File: config.mk
export PLATFORM = sky130hd
export DESIGN_NAME = dram_arbiter
export DESIGN_NICKNAME = d
export VERILOG_FILES = /design/src/rtl/dram_arbiter.sv
export SDC_FILE = /design/constraint.sdc
export NUM_CORES = 1
export LEC_CHECK = 0
export ABC_CLOCK_PERIOD_IN_PS = 2100
export CAP_MARGIN = 0
export CORE_ASPECT_RATIO = 0.9
export CORE_MARGIN = 5
export CORE_UTILIZATION = 33
export CTS_CLUSTER_SIZE = 12
export DETAILED_ROUTE_END_ITERATION = 8
export PLACE_DENSITY = 0.77
export SLEW_MARGIN = 30
export SYNTH_ARGS = -nofsm -noshare
export SYNTH_HDL_FRONTEND = slang
export SYNTH_SLANG_ARGS = --single-unit
File: constraint.sdc
create_clock -name clock -period 2.1 [get_ports clock]
set_input_delay 0.315 -clock clock [delete_from_list [all_inputs] [get_ports clock]]
set_output_delay 0.315 -clock clock [all_outputs]
set_load 0.01 [all_outputs]
File: src/rtl/dram_arbiter.sv
// Round-robin arbiter sharing one data-RAM port between N cores and an
// external loader/dump port. The external port has fixed priority. Each access
// takes ISSUE (1 cycle) for a write, or ISSUE + RWAIT (2 cycles) for a read.
`timescale 1ns/1ps
module dram_arbiter #(
  parameter int N_CORES = 4,
  parameter int ADDR_W  = 9,
  parameter int DATA_W  = 16
) (
  input  logic                        clock,
  input  logic                        reset,
  input  logic [N_CORES-1:0]          core_req,
  input  logic [N_CORES-1:0]          core_we,
  input  logic [N_CORES*ADDR_W-1:0]   core_addr,
  input  logic [N_CORES*DATA_W-1:0]   core_wdata,
  output logic [N_CORES-1:0]          core_gnt,
  output logic [N_CORES-1:0]          core_rvalid,
  input  logic                        ext_req,
  input  logic                        ext_we,
  input  logic [ADDR_W-1:0]           ext_addr,
  input  logic [DATA_W-1:0]           ext_wdata,
  output logic                        ext_gnt,
  output logic                        ext_rvalid,
  output logic [DATA_W-1:0]           rdata,
  output logic                        mem_en,
  output logic                        mem_we,
  output logic [ADDR_W-1:0]           mem_addr,
  output logic [DATA_W-1:0]           mem_wdata,
  input  logic [DATA_W-1:0]           mem_rdata
);

  localparam int PTR_W = $clog2(N_CORES);
  localparam int SUM_W = PTR_W + 1;

  typedef enum logic [1:0] {IDLE, ISSUE, RWAIT} state_t;

  state_t               state_q, state_d;
  logic [PTR_W-1:0]     rr_ptr_q, rr_ptr_d;
  logic [PTR_W-1:0]     owner_q, owner_d;
  logic                 owner_ext_q, owner_ext_d;
  logic [N_CORES-1:0]   core_gnt_q, core_gnt_d;
  logic [N_CORES-1:0]   core_rvalid_q, core_rvalid_d;
  logic                 ext_gnt_q, ext_gnt_d;
  logic                 ext_rvalid_q, ext_rvalid_d;
  logic [DATA_W-1:0]    rdata_q, rdata_d;
  logic                 mem_en_q, mem_en_d;
  logic                 mem_we_q, mem_we_d;
  logic [ADDR_W-1:0]    mem_addr_q, mem_addr_d;
  logic [DATA_W-1:0]    mem_wdata_q, mem_wdata_d;

  logic                 win_found;
  logic [PTR_W-1:0]     win_idx;
  logic [SUM_W-1:0]     cand;
  logic [ADDR_W-1:0]    addr_arr  [N_CORES];
  logic [DATA_W-1:0]    wdata_arr [N_CORES];

  // Unpack per-core address/data buses so the winner can be selected by index
  for (genvar g = 0; g < N_CORES; g++) begin : g_unpack
    assign addr_arr[g]  = core_addr[g*ADDR_W +: ADDR_W];
    assign wdata_arr[g] = core_wdata[g*DATA_W +: DATA_W];
  end

  // Pick the first requesting core at or after rr_ptr, wrapping modulo N_CORES
  always_comb begin
    win_found = 1'b0;
    win_idx   = '0;
    cand      = '0;
    for (int unsigned i = 0; i < N_CORES; i++) begin
      cand = {1'b0, rr_ptr_q} + SUM_W'(i);
      if (cand >= SUM_W'(N_CORES)) cand = cand - SUM_W'(N_CORES);
      if (!win_found && core_req[cand[PTR_W-1:0]]) begin
        win_found = 1'b1;
        win_idx   = cand[PTR_W-1:0];
      end
    end
  end

  // Next-state and registered-output logic; strobes default to 0 every cycle
  always_comb begin
    state_d       = state_q;
    rr_ptr_d      = rr_ptr_q;
    owner_d       = owner_q;
    owner_ext_d   = owner_ext_q;
    core_gnt_d    = '0;
    core_rvalid_d = '0;
    ext_gnt_d     = 1'b0;
    ext_rvalid_d  = 1'b0;
    rdata_d       = rdata_q;
    mem_en_d      = 1'b0;
    mem_we_d      = 1'b0;
    mem_addr_d    = mem_addr_q;
    mem_wdata_d   = mem_wdata_q;
    case (state_q)
      IDLE: begin
        if (ext_req) begin
          ext_gnt_d   = 1'b1;
          owner_ext_d = 1'b1;
          mem_en_d    = 1'b1;
          mem_we_d    = ext_we;
          mem_addr_d  = ext_addr;
          mem_wdata_d = ext_wdata;
          state_d     = ISSUE;
        end else if (win_found) begin
          core_gnt_d[win_idx] = 1'b1;
          owner_ext_d = 1'b0;
          owner_d     = win_idx;
          mem_en_d    = 1'b1;
          mem_we_d    = core_we[win_idx];
          mem_addr_d  = addr_arr[win_idx];
          mem_wdata_d = wdata_arr[win_idx];
          rr_ptr_d    = (win_idx == PTR_W'(N_CORES - 1)) ? '0 : win_idx + PTR_W'(1);
          state_d     = ISSUE;
        end
      end
      ISSUE: state_d = mem_we_q ? IDLE : RWAIT;
      RWAIT: begin
        rdata_d = mem_rdata;
        if (owner_ext_q) ext_rvalid_d = 1'b1;
        else             core_rvalid_d[owner_q] = 1'b1;
        state_d = IDLE;
      end
      default: state_d = IDLE;
    endcase
  end

  // State and output registers, cleared asynchronously
  always_ff @(posedge clock or posedge reset) begin
    if (reset) begin
      state_q       <= IDLE;
      rr_ptr_q      <= '0;
      owner_q       <= '0;
      owner_ext_q   <= 1'b0;
      core_gnt_q    <= '0;
      core_rvalid_q <= '0;
      ext_gnt_q     <= 1'b0;
      ext_rvalid_q  <= 1'b0;
      rdata_q       <= '0;
      mem_en_q      <= 1'b0;
      mem_we_q      <= 1'b0;
      mem_addr_q    <= '0;
      mem_wdata_q   <= '0;
    end else begin
      state_q       <= state_d;
      rr_ptr_q      <= rr_ptr_d;
      owner_q       <= owner_d;
      owner_ext_q   <= owner_ext_d;
      core_gnt_q    <= core_gnt_d;
      core_rvalid_q <= core_rvalid_d;
      ext_gnt_q     <= ext_gnt_d;
      ext_rvalid_q  <= ext_rvalid_d;
      rdata_q       <= rdata_d;
      mem_en_q      <= mem_en_d;
      mem_we_q      <= mem_we_d;
      mem_addr_q    <= mem_addr_d;
      mem_wdata_q   <= mem_wdata_d;
    end
  end

  assign core_gnt    = core_gnt_q;
  assign core_rvalid = core_rvalid_q;
  assign ext_gnt     = ext_gnt_q;
  assign ext_rvalid  = ext_rvalid_q;
  assign rdata       = rdata_q;
  assign mem_en      = mem_en_q;
  assign mem_we      = mem_we_q;
  assign mem_addr    = mem_addr_q;
  assign mem_wdata   = mem_wdata_q;

endmodule

==> impl_metrics.json <==
{
  "dp_hpwl_um": 8570,
  "final_core_util_pct": 60.7,
  "yosysTopAreaCell": "dfrtp_1",
  "cts_sinks": 60,
  "skew_ns": 0.0137,
  "syn_avg_cell_area_um2": 10.4,
  "vias_per_cell": 4.79,
  "grt_max_degree": 61,
  "clk_pin_slew_ns": 0.07,
  "outcome": "completed",
  "worst-endpoint-arrival_ns": 2.32,
  "yosysWarnings": 0,
  "post-route-period-util_pct": 99.5,
  "required_ns": 2.33,
  "cp-end-kind": "flop",
  "n_antenna_cell": 0,
  "vias": 3185,
  "synthDistinctLibCells": 33,
  "clock.fmax_mhz": 479,
  "synth_edf_count": 0,
  "async_flop_share_pct": 100,
  "antenna_found_initial": 0,
  "start_util_pct": 33.7,
  "path_max_fanout": 6,
  "ys_ff_latch": 60,
  "hold-worst-slack_ns": 0.353,
  "die_h_um": 104,
  "ys_top_cells_by_count": "nand2_1 (109), dfrtp_1 (60), a21o_1 (26)",
  "cts_root_buf": "clkbuf_8",
  "placementRows": 34,
  "cts_buffer_depth": 2,
  "cts_max_level": 3,
  "vdd_ir_drop_max_uv": 623,
  "cts_buffers": 9,
  "max_slew_margin_pct": 52.1,
  "powerDensity_mw_per_mm2": 1170,
  "io_pins": 206,
  "drc": 0,
  "setup.worst_path.start_class": "flop",
  "synthesis.area_mm2": 0.00325,
  "grt_overflow": 0,
  "die_x_um": 115,
  "yosysMostFrequentCell": "nand2_1",
  "grt_pass1_wl_um": 17500,
  "fin_setup_tns_ns": 0,
  "rsz0062_at_grt": "true",
  "synth_area_leaders": "dfrtp_1 (46%), nand2_1 (13%), mux4_2 (12%)",
  "syn_nets": 469,
  "ys.flop_type": "dfrtp_1",
  "p_leak_nw": 2.73,
  "clk_latency_ns": 0.34,
  "dpl_worst_slack_ns": -0.410,
  "gp_congestion": 0.796,
  "portBuffers": 205,
  "fill_cells": 838,
  "hold_viol": 0,
  "grt_usage_pct": 19.1,
  "ant_nets": 0,
  "hold_class": "in -> async",
  "fin_ws_ns": 0.0115,
  "drtIter0Drc": 82,
  "criticalPathCategory": "reg -> reg",
  "maxCapViolations": 0,
  "die-area_mm2": 0.0119,
  "drv_slew": 0,
  "fin_nets": 691,
  "area_growth_pct": 80.4,
  "wirelength_um": 11500,
  "syn_inst": 312,
  "cts_tree": "done",
  "layout-drive-gt1-share_pct": 15.0,
  "synth_top_area_share_pct": 46.2,
  "post_drt_wl_per_cell_um": 17.3,
  "grt_pass1_vias": 3573,
  "ys_seq_area_share_pct": 46.2,
  "drt_pass1_iterations": 4,
  "worst_pin_slew_ns": 0.718,
  "total_power_mw": 6.86,
  "core_mm2": 0.00966,
  "setup_violations": 0,
  "min_period_ns": 2.09
}
==> path summary, 6_finish.rpt <==
path                                                end  depth (start not counted)                     from  slack (ns)
worst max-delay path                   mem_we$_DFF_PP0_                          7  rr_ptr_q[1]$_DFFE_PP0P_        0.01
worst min-delay path               rdata[2]$_DFFE_PP0P_                          3                    reset        0.35
worst max register to register         mem_we$_DFF_PP0_                          7  rr_ptr_q[1]$_DFFE_PP0P_        0.01
worst min register to register   state_q[1]$_DFFE_PP0P_                          1         mem_we$_DFF_PP0_        0.46
max in group asynchronous       rr_ptr_q[1]$_DFFE_PP0P_                          3                    reset        1.47
min in group clock               state_q[1]$_DFFE_PP0P_                          1         mem_we$_DFF_PP0_        0.46
==> critical path, stage by stage (launching register included) <==
cell,delay (ns)
dfrtp_2,0.44
mux2i_1,0.24
o22ai_2,0.12
or2_4,0.30
buf_12,0.13
buf_12,0.12
mux4_2,0.41
a22o_1,0.21
==> placed cells by master (no fill, tap or decap), types with 2 or more instances in the layout <==
cell type / synthesis / routed
inv_1: 8 / 6
dfrtp_1: 60 / 59
nor2_1: 4 / 2
clkbuf_8: 0 / 10
clkinvlp_4: 0 / 2
buf_6: 1 / 3
nor2_2: 0 / 2
nand3_1: 25 / 25
o21ai_0: 2 / 2
ha_1: 4 / 4
and2_1: 5 / 5
buf_4: 0 / 17
mux4_2: 18 / 26
buf_12: 2 / 6
clkdlybuf4s50_1: 0 / 204
a21o_1: 26 / 26
clkinv_2: 0 / 2
inv_2: 0 / 2
nand2_1: 109 / 109
a21oi_1: 5 / 4
==> registers in the layout (all words and copies together), names as in the netlist, 2 cells and up <==
register / flops
state_q: 2
core_gnt: 4
owner_q: 2
rr_ptr_q: 2
rdata: 16
mem_addr: 9
core_rvalid: 4
mem_wdata: 16
==> stage by stage <==
stage	cells	cell area [um^2]
finish	665	5870
global route	665	5870
CTS	662	5860
detailed placement	641	5550
global placement	641	5550
floorplan	312	3250
==> power by group <==
group          internal (mW)  switching (mW)  total (mW)
clock                  0.578           0.488        1.07
combinational           2.17            1.65        3.82
sequential              1.66           0.301        1.97
==> layout make-up <==
type	count	area [um^2]	share of cell area, %
well taps	126	158	2.69
multi-input cells	222	1590	27.0
clock buffers	10	138	2.35
repair buffers	233	2390	40.7
flip-flops and latches	60	1500	25.6
inverters	8	30.0	0.512
clock inverters	6	63.8	1.09
==> routing by layer <==
metal	track usage (%)	vias to the layer above	part of all wire, %
li1	-	1519	-
met1	20.2	1487	36
met2	35.4	160	53
met3	5.35	19	8.7
met4	7.21	0	2.0
met5	0	-	0
==> cells by family (layout without fill, tap and decap cells) <==
logic type / after synthesis / after routing / share of synthesized area [%]
flops: 60 / 60 / 46.2
buf+inv: 30 / 257 / 4.89
simple gates: 154 / 154 / 20.2
compound gates: 37 / 37 / 8.00
fa+ha+maj: 4 / 4 / 1.54
mux: 27 / 27 / 19.2
==> repair_timing <==
action / 4_1_cts / 5_1_grt
resized for setup: 6 / 14
pin swaps: 2 / 21
hold buffers: 0 / 0
setup buffers: 3 / 3
setup endpoints to repair: 24 / 26
gates cloned: 2 / 1
Note: power is estimated with default switching activity, not from simulation.
